`config.mk`:
```
export PLATFORM = sky130hd
export DESIGN_NAME = key_debounce_fsm
export DESIGN_NICKNAME = d
export VERILOG_FILES = /design/src/rtl/key_debounce_fsm_pkg.sv /design/src/rtl/key_debounce_fsm_sync_2ff.sv /design/src/rtl/key_debounce_fsm.sv
export SDC_FILE = /design/constraint.sdc
export NUM_CORES = 1
export LEC_CHECK = 0
export BUFFER_PORTS_ARGS = -buffer_cell sky130_fd_sc_hd__buf_2
export CAP_MARGIN = 20
export CORE_MARGIN = 3
export CORE_UTILIZATION = 41
export DETAILED_ROUTE_END_ITERATION = 8
export PLACE_DENSITY = 0.61
export SLEW_MARGIN = 10
export SYNTH_ARGS = -nofsm -noshare
export SYNTH_HDL_FRONTEND = slang
export SYNTH_SLANG_ARGS = --single-unit
```
`constraint.sdc`:
```
create_clock -name clk -period 2.43 [get_ports clk]
set_input_delay 0.243 -clock clk [delete_from_list [all_inputs] [get_ports clk]]
set_output_delay 0.243 -clock clk [all_outputs]
set_load 0.02 [all_outputs]
```
`src/rtl/key_debounce_fsm_pkg.sv`:
```
// Shared definitions for the board push-button conditioners: state encodings,
// default 50 MHz timing constants and the registered output bundle.
package key_debounce_fsm_pkg;

    localparam logic [1:0] ST_IDLE         = 2'd0;
    localparam logic [1:0] ST_PRESS_WAIT   = 2'd1;
    localparam logic [1:0] ST_PRESSED      = 2'd2;
    localparam logic [1:0] ST_RELEASE_WAIT = 2'd3;

    localparam int unsigned DEF_DEBOUNCE_CYCLES = 32'd500000;
    localparam int unsigned DEF_REPEAT_DELAY    = 32'd25000000;
    localparam int unsigned DEF_REPEAT_PERIOD   = 32'd5000000;

    typedef struct packed {
        logic key_lvl;
        logic press;
        logic rls;
        logic rpt;
        logic evt;
    } kd_out_t;

    function automatic int unsigned max_u(input int unsigned a, input int unsigned b);
        return (a > b) ? a : b;
    endfunction

endpackage

```
`src/rtl/key_debounce_fsm_sync_2ff.sv`:
```
// Two-flop synchroniser for a single asynchronous input; clears to 0 on reset.
module sync_2ff (
    input  logic clk,
    input  logic rst_n,
    input  logic i_d,
    output logic o_q
);

    logic r_meta;
    logic r_sync;

    // Metastability filter: two back-to-back capture flops.
    always_ff @(posedge clk or negedge rst_n) begin
        if (!rst_n) begin
            r_meta <= 1'b0;
            r_sync <= 1'b0;
        end else begin
            r_meta <= i_d;
            r_sync <= r_meta;
        end
    end

    assign o_q = r_sync;

endmodule

```
`src/rtl/key_debounce_fsm.sv`:
```
// Push-button conditioner: synchronise, qualify with a stable-time FSM and emit
// a clean level plus registered press/release/auto-repeat strobes.
module key_debounce_fsm
    import key_debounce_fsm_pkg::*;
#(
    parameter int unsigned DEBOUNCE_CYCLES = DEF_DEBOUNCE_CYCLES,
    parameter int unsigned KEY_ACTIVE_LOW  = 32'd0,
    parameter int unsigned REPEAT_EN       = 32'd0,
    parameter int unsigned REPEAT_DELAY    = DEF_REPEAT_DELAY,
    parameter int unsigned REPEAT_PERIOD   = DEF_REPEAT_PERIOD
) (
    input  logic clk,
    input  logic reset_n,
    input  logic key_i,
    output logic key_o,
    output logic press_pulse,
    output logic release_pulse,
    output logic repeat_pulse,
    output logic key_event
);

    localparam int CNT_W  = $clog2(DEBOUNCE_CYCLES + 32'd1);
    localparam int RCNT_W = $clog2(max_u(REPEAT_DELAY, REPEAT_PERIOD) + 32'd1);

    localparam logic [CNT_W-1:0]  CNT_LAST   = CNT_W'(DEBOUNCE_CYCLES - 32'd1);
    localparam logic [CNT_W-1:0]  CNT_MAX    = CNT_W'(DEBOUNCE_CYCLES);
    localparam logic [RCNT_W-1:0] RPT_DELAY  = RCNT_W'(REPEAT_DELAY);
    localparam logic [RCNT_W-1:0] RPT_PERIOD = RCNT_W'(REPEAT_PERIOD);
    localparam logic              KEY_POL    = (KEY_ACTIVE_LOW != 32'd0) ? 1'b1 : 1'b0;
    localparam logic              RPT_ON     = (REPEAT_EN != 32'd0) ? 1'b1 : 1'b0;

    logic              w_sync;
    logic              w_key_s;
    logic [1:0]        r_state;
    logic [1:0]        w_state_next;
    logic [CNT_W-1:0]  r_cnt;
    logic [CNT_W-1:0]  w_cnt_next;
    logic [CNT_W-1:0]  w_cnt_inc;
    logic [RCNT_W-1:0] r_rcnt;
    logic [RCNT_W-1:0] w_rcnt_next;
    logic [RCNT_W-1:0] w_rcnt_inc;
    logic [RCNT_W-1:0] w_rpt_target;
    logic              r_rpt_first;
    logic              w_rpt_first_next;
    logic              w_press;
    logic              w_release;
    logic              w_repeat;
    kd_out_t           w_out_next;
    kd_out_t           r_out;

    sync_2ff u_sync (
        .clk   (clk),
        .rst_n (reset_n),
        .i_d   (key_i),
        .o_q   (w_sync)
    );

    assign w_key_s      = w_sync ^ KEY_POL;
    assign w_cnt_inc    = (r_cnt == CNT_MAX) ? r_cnt : r_cnt + CNT_W'(1);
    // After the first strobe the repeat timer measures the shorter period.
    assign w_rpt_target = r_rpt_first ? RPT_PERIOD : RPT_DELAY;
    assign w_rcnt_inc   = (r_rcnt >= w_rpt_target) ? w_rpt_target : r_rcnt + RCNT_W'(1);

    // Next-state, counter and strobe decode.
    always_comb begin
        w_state_next     = r_state;
        w_cnt_next       = r_cnt;
        w_rcnt_next      = r_rcnt;
        w_rpt_first_next = r_rpt_first;
        w_press          = 1'b0;
        w_release        = 1'b0;
        w_repeat         = 1'b0;
        case (r_state)
            ST_IDLE: begin
                w_cnt_next       = '0;
                w_rcnt_next      = '0;
                w_rpt_first_next = 1'b0;
                if (w_key_s) begin
                    w_state_next = ST_PRESS_WAIT;
                end else begin
                    w_state_next = ST_IDLE;
                end
            end
            ST_PRESS_WAIT: begin
                if (!w_key_s) begin
                    w_state_next = ST_IDLE;
                    w_cnt_next   = '0;
                end else if (r_cnt == CNT_LAST) begin
                    w_state_next     = ST_PRESSED;
                    w_cnt_next       = '0;
                    w_rcnt_next      = '0;
                    w_rpt_first_next = 1'b0;
                    w_press          = 1'b1;
                end else begin
                    w_cnt_next = w_cnt_inc;
                end
            end
            ST_PRESSED: begin
                w_cnt_next = '0;
                if (!w_key_s) begin
                    w_state_next = ST_RELEASE_WAIT;
                    w_rcnt_next  = w_rcnt_inc;
                end else if (RPT_ON && (w_rcnt_inc == w_rpt_target)) begin
                    w_repeat         = 1'b1;
                    w_rcnt_next      = '0;
                    w_rpt_first_next = 1'b1;
                end else begin
                    w_rcnt_next = w_rcnt_inc;
                end
            end
            ST_RELEASE_WAIT: begin
                // Timer keeps running (saturated) so a bounce does not restart repeat.
                if (w_key_s) begin
                    w_state_next = ST_PRESSED;
                    w_cnt_next   = '0;
                    w_rcnt_next  = w_rcnt_inc;
                end else if (r_cnt == CNT_LAST) begin
                    w_state_next = ST_IDLE;
                    w_cnt_next   = '0;
                    w_rcnt_next  = '0;
                    w_release    = 1'b1;
                end else begin
                    w_cnt_next  = w_cnt_inc;
                    w_rcnt_next = w_rcnt_inc;
                end
            end
            default: begin
                w_state_next     = ST_IDLE;
                w_cnt_next       = '0;
                w_rcnt_next      = '0;
                w_rpt_first_next = 1'b0;
            end
        endcase
    end

    // Output bundle derived from the next state so level and strobes align.
    always_comb begin
        w_out_next.key_lvl = (w_state_next == ST_PRESSED) || (w_state_next == ST_RELEASE_WAIT);
        w_out_next.press   = w_press;
        w_out_next.rls     = w_release;
        w_out_next.rpt     = w_repeat;
        w_out_next.evt     = w_press | w_repeat;
    end

    // State, timers and registered outputs.
    always_ff @(posedge clk or negedge reset_n) begin
        if (!reset_n) begin
            r_state     <= ST_IDLE;
            r_cnt       <= '0;
            r_rcnt      <= '0;
            r_rpt_first <= 1'b0;
            r_out       <= '0;
        end else begin
            r_state     <= w_state_next;
            r_cnt       <= w_cnt_next;
            r_rcnt      <= w_rcnt_next;
            r_rpt_first <= w_rpt_first_next;
            r_out       <= w_out_next;
        end
    end

    assign key_o         = r_out.key_lvl;
    assign press_pulse   = r_out.press;
    assign release_pulse = r_out.rls;
    assign repeat_pulse  = r_out.rpt;
    assign key_event     = r_out.evt;

endmodule

```
### Word-level counts from Yosys, hierarchy flattened

Cells that the tools add are included.
W data, S select, Z words.

* register bits: 26
* output and inout port bits: 5

* add/subtract/negate cells: 1
* equality and inequality tests: 7
* multiplexer cells: 17
* reduce and logical (&&, ||, !) cells: 3

Operator list (number)
* $mux W19: 4
* $pmux W19 S3: 1
* $eq A19 B19 Y1 const B: 2
* $add A19 B1 Y19 const B: 1
* $mux W2: 5
* $eq A2 B2 Y1 const B: 4
* $pmux W2 S4: 1
* $mux W1: 6
* $eq A2 B1 Y1 const B: 1
* $logic_not A2 Y1: 1
* $reduce_or A2 Y1: 1
* $logic_or A1 B1 Y1: 1

### Longest topological paths before layout

Gate-level depths: netlist of the first run.

* depth in word-level cells: 6
* mapped depth: 6

### By module

A second synthesis of the first run with hierarchy kept.

* cells, all modules: 128
* area total of the unflattened synthesis: 1301.2 µm²

Modules (own cells, without submodules)
* key_debounce_fsm: area each 1251.2 µm², instances 1, cells each 126
* sync_2ff: area each 50.0 µm², instances 1, cells each 2

### Worst setup path after synthesis of the first run

No wires, ideal clock.

* path kind: reg-to-reg
* from: register r_cnt[7]
* to: register r_cnt[14]
* clock period less this slack: 1.773 ns
* data arrival time: 1.654 ns
* cell stages (with the launch flop): 6
* setup slack: 0.657 ns
* buffers on the path: 1
* library setup time: 0.119 ns
* cells stage by stage: dfrtp_1 > nor4b_1 > nand4_1 > o311ai_4 > buf_4 > nor2_1

* word-level cells in the longest chain between the ends: 5
* elaborated cells on any way between the ends: 8
* those cells by class: add/sub (1); eq/ne (2); mux (5)

Ends and longest elaborated chain
* start, declared: line key_debounce_fsm.sv:36 `logic [CNT_W-1:0] r_cnt;`
* start signal, assigned: line key_debounce_fsm.sv:155 `r_cnt <= w_cnt_next;`
* $add A19 B1 Y19 or $eq A19 B19 Y1 (tied branches): line key_debounce_fsm.sv:59 `assign w_cnt_inc = (r_cnt == CNT_MAX) ? r_cnt : r_cnt + CNT_W'(1);`
* $mux W19: line key_debounce_fsm.sv:59
* $mux W19 (*): line key_debounce_fsm.sv:88, key_debounce_fsm.sv:117
* $mux W19 (on tied branches): line key_debounce_fsm.sv:113, key_debounce_fsm.sv:85
* $pmux W19 S3 (*): line key_debounce_fsm.sv:73 `case (r_state)`
* net w_cnt_next[14]: line key_debounce_fsm.sv:37 `logic [CNT_W-1:0] w_cnt_next;`

The timed path passes the listed nets; every way through them passes the cells marked *.

### Worst setup path in the final report of the first run

* from: register r_cnt[12]
* to: register r_cnt[14]

Same word-level chain as after synthesis.

==> metrics.md, run 1 <==
| Metric | Value |
|---|---|
| Startpoint types | flop |
| Hold path start | u_sync.r_meta |
| Layout cells sized above 1 | 0.1295 |
| Initial antenna violation count | 0 |
| Gate count of the mapped netlist | 133 |
| Reg-to-reg startpoint | r_cnt[12] |
| Filler cell count in the final layout | 307 |
| CTS Buf Count | 3 |
| DRC violations left | 0 |
| 1st-pass router iterations | 6 |
| Final hold viol count | 0 |
| Clock Sinks | 26 |
| Pre-CTS worst setup slack | 0.4019 ns |
| Yosys top cell area share | 0.4801 |
| Antenna fix cells | 0 |
| Dpl cells | 177 |
| Vias in the first global route | 954 |
| Kind of critical path | flop to flop |
| CP Capture Type | flop |
| Routed wire length | 2.566 mm |
| Final core occ | 0.4786 |
| Average wire per standard cell | 14.02 µm |
| Cell taking the most area after synthesis | dfrtp_1 |
| Pwr dens | 515.5 nW/µm² |
| Syn-to-layout area delta | 9.603% |
| Required @ worst endpoint | 2.65 ns |
| RSZ-0062 raised after global routing | no |
| Post-CTS sizing | 0 |
| Seq/Total Area, Yosys | 0.4801 |
| Post-synthesis net count | 138 |
| Leakage power | 0.6013 nW |
| CTS tree | done |
| CTS HTree Levels | 1 |
| Buffer count from post-CTS setup fixing | 0 |
| Final worst slack | 0.3946 ns |
| Die height | 63.49 µm |
| Post-route cell area | 1485 µm² |
| CP arrival | 2.26 ns |
| Avg Cell Area, Syn | 10.19 µm² |
| Slew headroom | 0.6270 |
| I/O pins | 8 |
| Crit. Startpoint | r_cnt[12] |
| Port bufs | 6 |
| CP Max Fanout | 12 |
| Clock transition at path regs | 0.14 ns |
| Cell Count, Final, Fillers Out | 183 |
| DIE WIDTH | 63.49 µm |
| R2R cell count | 5 |
| Synth Register Bits | 26 |
| Clock Skew | 0.003225 ns |
| Critical Path Slowest Stage Cell | dfrtp_1 |
| Final worst path period need | 2.035 ns |
| Measured slew at the worst slew-check pin | 0.5595 ns |
| Total gr overflow | 0 |
| Final max-slew violation count | 0 |
| Starting density of the core | 0.4367 |
| Worst path max stage delay | 0.46 ns |
| Initial DRC count | 83 |
| Largest cells by area after synthesis | dfrtp_1 48%, xor2_1 3.9%, nand4_1 3.7% |
| GRT Resource Usage Total | 0.1389 |
| Syn. warnings | 0 |
| First-pass GRT wire length | 4.422 mm |
| Total number of vias | 1012 |
| CORE AREA | 3103 µm² |
| Max-Cap Viols | 0 |
| Layout net count | 145 |
| Setup TNS | 0 ns |
| Clk buf depth | 2 |
| Hold Crit Depth | 0 |
| Dpl hpwl | 1.824 mm |
| Via/cell ratio | 5.530 |
| Num rows | 20 |
| Max IR drop VDD | 0.2535 mV |
| DP Area | 1413 µm² |
| Final setup viols | 0 |
| Clock latency on the worst-skew pair | 0.32 ns |
| Placer Congestion | 0.8184 |
| Total die area | 4031 µm² |
| Largest net degree at the start of global routing | 27 |
| Min-delay worst type | flop to flop |
| Fmax | 0.4913 GHz |
| Post-route ant nets | 0 |
| Cell Chain, Critical Path | nor4bb_1, nand4_1, o311ai_4, buf_4, nor2_1 |
| Final period utilization | 0.8376 |
| Synth cell types | 41 |
| Outcome | completed |
| Clock Tree Root | clkbuf_4 |
| Mapped Area | 1355 µm² |
-- cell usage after synthesis (all sizes together) --
library cell and number:
a21boi 1, nor4bb 1, nand2 6, o21ai 4
nand4bb 1, and2 2, nor2 12, or4 3
inv 4, o22ai 1, xnor2 5, conb 1
a31oi 1, nor4 3, nor2b 1, dfrtp 26
ha 2, nor4b 2, nor3b 2, and4 3
or3 4, nand4 9, xor2 6, nand3 4
o311ai 1, clkbuf 3, and3 3, mux2 2
o31ai 3, nand2b 1, nor3 3, buf 5
o211a 1, a21oi 7
-- registers in the layout, indices dropped and copies added, names as in the netlist --
name and count:
r_state 2, r_cnt 19, u_sync.o_q 1, key_o 1
release_pulse 1, key_event 1, u_sync.r_meta 1
-- path summary, 6_finish.rpt --
check	slack, ns	endpoint
max reg2reg	0.39	r_cnt[14]
min in group asynchronous	0.42	r_cnt[2]
min	0.37	u_sync.o_q
max	0.39	r_cnt[14]
min reg2reg	0.37	u_sync.o_q
max in group asynchronous	1.64	r_cnt[12]
-- worst max-delay path: cells and delay by family (launching register included) --
family          cells  cell delay [ns]
flops               1             0.46
simple gates        3             0.78
buf+inv             1             0.27
compound gates      1             0.43
-- per-layer routing --
layer	vias to the layer above	GRT usage	share of wire
li1	498	-	-
met1	498	0.1874	0.50
met2	14	0.2151	0.46
met3	2	0.04278	0.028
met4	0	0.03774	0.0090
met5	-	0	0
-- cell usage in the layout (no fill, tap or decap), types with 3 or more instances in the layout --
master / instances
nand4_1: 8
nor2_1: 12
clkbuf_4: 3
xnor2_1: 5
a21oi_1: 6
xor2_1: 6
inv_1: 4
nand3_1: 4
o21ai_0: 4
or3_1: 4
dfrtp_1: 26
nor4_1: 3
nand2_1: 6
o31ai_1: 3
buf_2: 6
nor3_1: 3
-- cell families after synthesis --
group	share of synthesized area
AO/OA/AOI/OAI	0.1016
XOR/XNOR	0.07110
adder cells (fa/ha/maj)	0.01846
buffers and inverters	0.04246
flip-flops	0.4801
multiplexers	0.01662
other	0.002767
AND/OR/NAND/NOR	0.2668
-- final cells by class --
| cell class | count | area [µm²] | area share |
|---|---|---|---|
| timing repair buffer | 10 | 65.06 | 0.04381 |
| sequential | 26 | 650.6 | 0.4381 |
| multi-input combinational | 95 | 646.9 | 0.4356 |
| inverter | 4 | 15.01 | 0.01011 |
| tap | 44 | 55.05 | 0.03707 |
| clock inverter | 1 | 30.03 | 0.02022 |
| clock buffer | 3 | 22.52 | 0.01516 |
-- where the power goes --
part	internal, mW	switching, mW	total, mW
clock	0.167	0.129	0.295
combinational	0.0101	0.0195	0.0296
sequential	0.437	0.00380	0.441
total	0.614	0.152	0.766
-- through the flow --
stage               hold slack (ns)  total power, mW
floorplan                  -0.05259           0.4642
global placement             0.2673           0.4762
detailed placement           0.2711           0.4770
CTS                          0.3775           0.7813
global route                 0.3886           0.8092
finish                       0.3718           0.7656
-- what timing repair did --
item                                    CTS  global route
endpoints found under the setup margin    0             0
endpoints found under the hold margin    27             0
hold buffers                              2             0
No activity file was read; power rests on OpenSTA's default activity.
==> run 2, diff against run 1 <==
- clock period: 2.43 -> 1.98 ns (I/O delays scaled with it)
==> metrics.md, run 2 (synthesis results as in run 1) <==
| Metric | Value |
|---|---|
| CORE AREA | 3103 µm² (unchanged) |
| DRC violations left | 0 (unchanged) |
| Required @ worst endpoint | 2.25 ns (-0.40 ns) |
| Initial antenna violation count | 0 (unchanged) |
| Filler cell count in the final layout | 308 (+0.33%) |
| Clk buf depth | 2 (unchanged) |
| Biggest regs | r_cnt: 19 flops, r_state: 2 flops |
| Total number of vias | 1034 (+2.2%) |
| Average wire per standard cell | 13.95 µm (-0.50%) |
| Measured slew at the worst slew-check pin | 0.5796 ns (+0.02011 ns) |
| RSZ-0062 raised after global routing | no |
| Outcome | completed |
| M3 GR Usage | 0.02139 (-0.02139) |
| CP delay by family, top | simple AND/OR/NAND/NOR gates |
| Cell Chain, Critical Path | nand4_2, or3_1, or4_4, a21oi_2 |
| Layout net count | 148 (+2.1%) |
| Gr busiest metal | met2 |
| Setup TNS | 0 ns (unchanged) |
| Leakage power | 0.6158 nW (+2.4%) |
| Grt met2 use | 0.2177 (+0.002608) |
| Commonest cells after routing, fill and taps aside | 24 x dfrtp_1, 12 x nor2_1, 8 x nand4_1 |
| Clock latency on the worst-skew pair | 0.32 ns (about the same) |
| Min-delay worst type | flop to flop |
| Kind of critical path | flop to flop |
| First-pass GRT wire length | 4.671 mm (+5.6%) |
| Critical Path Slowest Stage Cell | or4_4 |
| Final hold viol count | 0 (unchanged) |
| Fmax | 0.5393 GHz (+9.8%) |
| Final worst path period need | 1.854 ns (-0.1812 ns) |
| Most common cell after layout, fill and taps aside | dfrtp_1 |
| Via/cell ratio | 5.559 (+0.53%) |
| CP bufs+invs | 0 (-1) |
| I/O pins | 8 (unchanged) |
| Worst path max stage delay | 0.52 ns (+0.06 ns) |
| Post-route ant nets | 0 (unchanged) |
| GRT Resource Usage Total | 0.1448 (+0.005967) |
| Antenna fix cells | 0 (unchanged) |
| CTS tree | done |
| Port bufs | 6 (unchanged) |
| Routed wire length | 2.595 mm (+1.1%) |
| Slew headroom | 0.6136 (-0.01340) |
| Initial DRC count | 51 (-39%) |
| CTS Buf Count | 3 (unchanged) |
| Total die area | 4031 µm² (unchanged) |
| Final period utilization | 0.9365 (+0.09885) |
| 1st-pass router iterations | 4 (-2) |
| CP Max Fanout | 8 (-4) |
| Final worst slack | 0.1258 ns (-0.2688 ns) |
| Placer Congestion | 0.8942 (+9.3%) |
| Routing usage on met1 | 0.2063 (+0.01895) |
| Startpoint types | flop |
| Num rows | 20 (unchanged) |
| Max IR drop VDD | 0.2456 mV (-3.1%) |
| Total gr overflow | 0 (unchanged) |
| Final setup viols | 0 (unchanged) |
| Largest net degree at the start of global routing | 27 (unchanged) |
| Die height | 63.49 µm (unchanged) |
| DIE WIDTH | 63.49 µm (unchanged) |
| Layout cells sized above 1 | 0.1690 (+0.03952) |
| Final max-slew violation count | 0 (unchanged) |
| Syn-to-layout area delta | 11.91% |
| Setup slack, reg-to-reg | 0.13 ns (-0.27 ns) |
| CP arrival | 2.12 ns (-0.14 ns) |
| Worst hold slack | 0.3792 ns (+0.007402 ns) |
| Top reg by flops | r_cnt |
| Starting density of the core | 0.4367 (unchanged) |
| Dpl hpwl | 1.813 mm (-0.59%) |
| Vias in the first global route | 1001 (+4.9%) |
| Max reg flops | 19 (unchanged) |
| Clock transition at path regs | 0.14 ns (about the same) |
| Pwr dens | 622.0 nW/µm² (+21%) |
| Pre-CTS worst setup slack | 0.1320 ns (-0.2699 ns) |
| Clock Tree Root | clkbuf_4 |
| Final core occ | 0.4887 (+0.01008) |
| Clock Skew | 0.004820 ns (+0.001595 ns) |
| CP Capture Type | flop |
| CTS HTree Levels | 1 (unchanged) |
| Max-Cap Viols | 0 (unchanged) |
| Clock Sinks | 26 (unchanged) |
## run 2: cell count changes in the layout (fill, tap and decap cells not counted), sizes merged
| cell | before | now |
|---|---|---|
| buf | 8 | 11 |
## run 2: metrics by stage
step	cells	area (µm²)	power [mW]
final	186	1516	0.9433
after global routing	186	1516	0.9864
after CTS	186	1508	0.9546
after detailed placement	180	1435	0.5875
after global placement	180	1435	0.5865
after floorplan	133	1355	0.5697
## run 2: worst reg2reg max path, stage by stage (launching register included)
cell	delay, ns
dfrtp_1	0.46
nand4_2	0.17
or3_1	0.51
or4_4	0.52
a21oi_2	0.14
## run 2: final cells by class
cell class,count,area [µm²],area share
sequential,26,653.1,0.4307
multi-input combinational,95,653.1,0.4307
timing repair buffer,13,87.58,0.05776
tap,44,55.05,0.03630
clock inverter,1,30.03,0.01980
clock buffer,3,22.52,0.01485
inverter,4,15.01,0.009901
## run 2: layer usage
| metal | part of all wire | up-vias |
|---|---|---|
| met3 | 0.031 | 2 |
| met5 | 0 | - |
| li1 | - | 500 |
| met1 | 0.50 | 517 |
| met4 | 0.0081 | 0 |
| met2 | 0.46 | 15 |
## run 2: final timing paths
check | from | end | cells after the start
worst max-delay path | r_cnt[9] | r_cnt[17] | 4
worst min-delay path | u_sync.r_meta | u_sync.o_q | 0
worst max register to register | r_cnt[9] | r_cnt[17] | 4
worst min register to register | u_sync.r_meta | u_sync.o_q | 0
max in group asynchronous | reset_n | r_cnt[7] | 2
min in group asynchronous | reset_n | key_event | 2
## run 2: power by group
part	switching (mW)	total (mW)	internal [mW]
clock	0.159	0.364	0.205
combinational	0.0248	0.0385	0.0137
sequential	0.00497	0.541	0.536
total	0.189	0.943	0.754
## run 2: timing repair
action	4_1_cts	5_1_grt
endpoints found under the setup margin	0	18
setup buffers	0	0
hold buffers	2	0
hold endpoints to repair	27	0
gates resized for setup	0	3
==> run 3, diff against run 2 <==
- PLACE_DENSITY: 0.61 -> 0.64
- clock period: 1.98 -> 1.49 ns (I/O delays scaled with it)
==> metrics.md, run 3 (synthesis results as in run 1) <==
| Metric | Value |
|---|---|
| Final max-slew violation count | 0 (unchanged) |
| Placer Congestion | 0.8170 (-8.6%) |
| Worst hold slack | 0.3245 ns (-0.05474 ns) |
| Clock transition at path regs | 0.14 ns (about the same) |
| Initial DRC count | 39 (-24%) |
| Total gr overflow | 0 (unchanged) |
| Port bufs | 6 (unchanged) |
| CP arrival | 1.97 ns (-0.15 ns) |
| Final period utilization | 1.137 (+0.2001) |
| Layout net count | 181 (+22%) |
| Filler cell count in the final layout | 291 (-5.5%) |
| Setup slack, reg-to-reg | -0.20 ns (-0.33 ns) |
| Top reg by flops | r_cnt |
| Worst path max stage delay | 0.52 ns (about the same) |
| Total die area | 4031 µm² (unchanged) |
| Num rows | 20 (unchanged) |
| Multi-input logic area | 714.4 µm² (+9.4%) |
| CTS tree | done |
| Largest net degree at the start of global routing | 27 (unchanged) |
| Starting density of the core | 0.4367 (unchanged) |
| Violated checks | setup timing |
| Setup TNS | -3.148 ns (-3.148 ns) |
| Routed wire length | 3.172 mm (+22%) |
| Startpoint types | flop |
| Commonest cells after routing, fill and taps aside | 36 x buf_4, 26 x dfrtp_1, 11 x nor2_1, 8 x nand4_1 |
| Total number of vias | 1152 (+11%) |
| Grt met2 use | 0.2555 (+0.03781) |
| Antenna fix cells | 0 (unchanged) |
| Clock Skew | 0.001623 ns (-0.003197 ns) |
| Die height | 63.49 µm (unchanged) |
| Dpl hpwl | 2.234 mm (+23%) |
| Crit. Startpoint | r_cnt[7] |
| CTS HTree Levels | 1 (unchanged) |
| Leakage power | 0.7935 nW (+29%) |
| Outcome | finished, violations left |
| Vias in the first global route | 1150 (+15%) |
| Clk buf depth | 2 (unchanged) |
| FF/Latch Area | 650.6 µm² (-0.38%) |
| Layout cells sized above 1 | 0.3829 (+0.2138) |
| Average wire per standard cell | 14.48 µm (+3.8%) |
| Reg-to-reg startpoint | r_cnt[7] |
| Max reg flops | 19 (unchanged) |
| CP Max Fanout | 5 (-3) |
| Clock latency on the worst-skew pair | 0.33 ns (about the same) |
| Biggest regs | r_cnt: 19 flops, r_state: 2 flops |
| Kind of critical path | flop to flop |
| I/O pins | 8 (unchanged) |
| First-pass GRT wire length | 5.161 mm (+10%) |
| Slew headroom | 0.6115 (-0.002094) |
| Clock Sinks | 26 (unchanged) |
| Final hold viol count | 0 (unchanged) |
| GRT Resource Usage Total | 0.1632 (+0.01832) |
| Post-route ant nets | 0 (unchanged) |
| DRC violations left | 0 (unchanged) |
| Cell Chain, Critical Path | nand4_2, or3_4, or4_4, a21oi_2 |
| Final worst path period need | 1.693 ns (-0.1608 ns) |
| Fmax | 0.5905 GHz (+9.5%) |
| Via/cell ratio | 5.260 (-5.4%) |
| Min-delay worst type | primary input to async pin |
| Gr busiest metal | met2 |
| Most common cell after layout, fill and taps aside | buf_4 |
| Clock Tree Root | clkbuf_4 |
| Final setup viols | 23 (+23) |
| CP Capture Type | flop |
| Required @ worst endpoint | 1.77 ns (-0.48 ns) |
| CTS Buf Count | 3 (unchanged) |
| Final worst slack | -0.2034 ns (-0.3292 ns) |
| Measured slew at the worst slew-check pin | 0.5828 ns (+0.003141 ns) |
| DIE WIDTH | 63.49 µm (unchanged) |
| Critical Path Slowest Stage Cell | or4_4 |
| CORE AREA | 3103 µm² (unchanged) |
| Pwr dens | 698.7 nW/µm² (+12%) |
| Max IR drop VDD | 0.5976 mV (+140%) |
| Routing usage on met1 | 0.2134 (+0.007094) |
| 1st-pass router iterations | 4 (unchanged) |
| Initial antenna violation count | 0 (unchanged) |
| Max-Cap Viols | 0 (unchanged) |
| M3 GR Usage | 0.03743 (+0.01604) |
| Syn-to-layout area delta | 35.09% |
| RSZ-0062 raised after global routing | yes |
[run 3: cell types whose count changed in the layout (fill, tap and decap cells not counted), sizes merged]
cell and change:
buf +33
[run 3: path summary, 6_finish.rpt]
kind                            endpoint  cells past startpoint
max in group asynchronous       r_cnt[5]                      2
setup / recovery               r_cnt[18]                      4
hold / removal             release_pulse                      2
setup reg to reg               r_cnt[18]                      4
min in group clk              u_sync.o_q                      0
hold reg to reg               u_sync.o_q                      0
[run 3: metal layers]
layer	vias up	share of wire
li1	569	-
met1	568	0.47
met2	9	0.49
met3	6	0.023
met4	0	0.015
met5	-	0
[run 3: cell type report]
class	count	area share
multi-input cells	95	0.3903
flip-flops and latches	26	0.3554
repair buffers	46	0.1873
well taps	44	0.03008
clock inverters	1	0.01640
clock buffers	3	0.01230
inverters	4	0.008202
[run 3: critical path: cells and delay by family (launching register included)]
kind,cells,cell delay [ns]
AOI/OAI and AO/OA,1,0.13
DFF,1,0.44
and+or+nand+nor,3,1.05
[run 3: what timing repair did]
item,in CTS,in global routing
hold buffers,2,0
setup buffers,2,2
endpoints found under the hold margin,27,0
endpoints found under the setup margin,24,24
cloned,0,0
pin swaps,7,6
resized for setup,8,8
[run 3: where the power goes]
part	switching [mW]	leakage [nW]	internal [mW]
clock	0.223	0.0279	0.272
combinational	0.0386	0.410	0.0266
sequential	0.00621	0.355	0.712
[run 3: through the flow]
| step | worst slack (ns) | instances | total power [mW] | util | instance area (µm²) |
|---|---|---|---|---|---|
| 3_5_place_dp | -0.2648 | 209 | 0.7888 | 0.5347 | 1659 |
| 5_1_grt | -0.2734 | 219 | 1.334 | 0.5899 | 1831 |
| 4_1_cts | -0.2073 | 217 | 1.288 | 0.5750 | 1784 |
| 3_3_place_gp | -0.2437 | 209 | 0.7869 | 0.5347 | 1659 |
| 6_report | -0.2034 | 219 | 1.279 | 0.5899 | 1831 |
| 2_1_floorplan | -0.2371 | 133 | 0.7583 | - | 1371 |
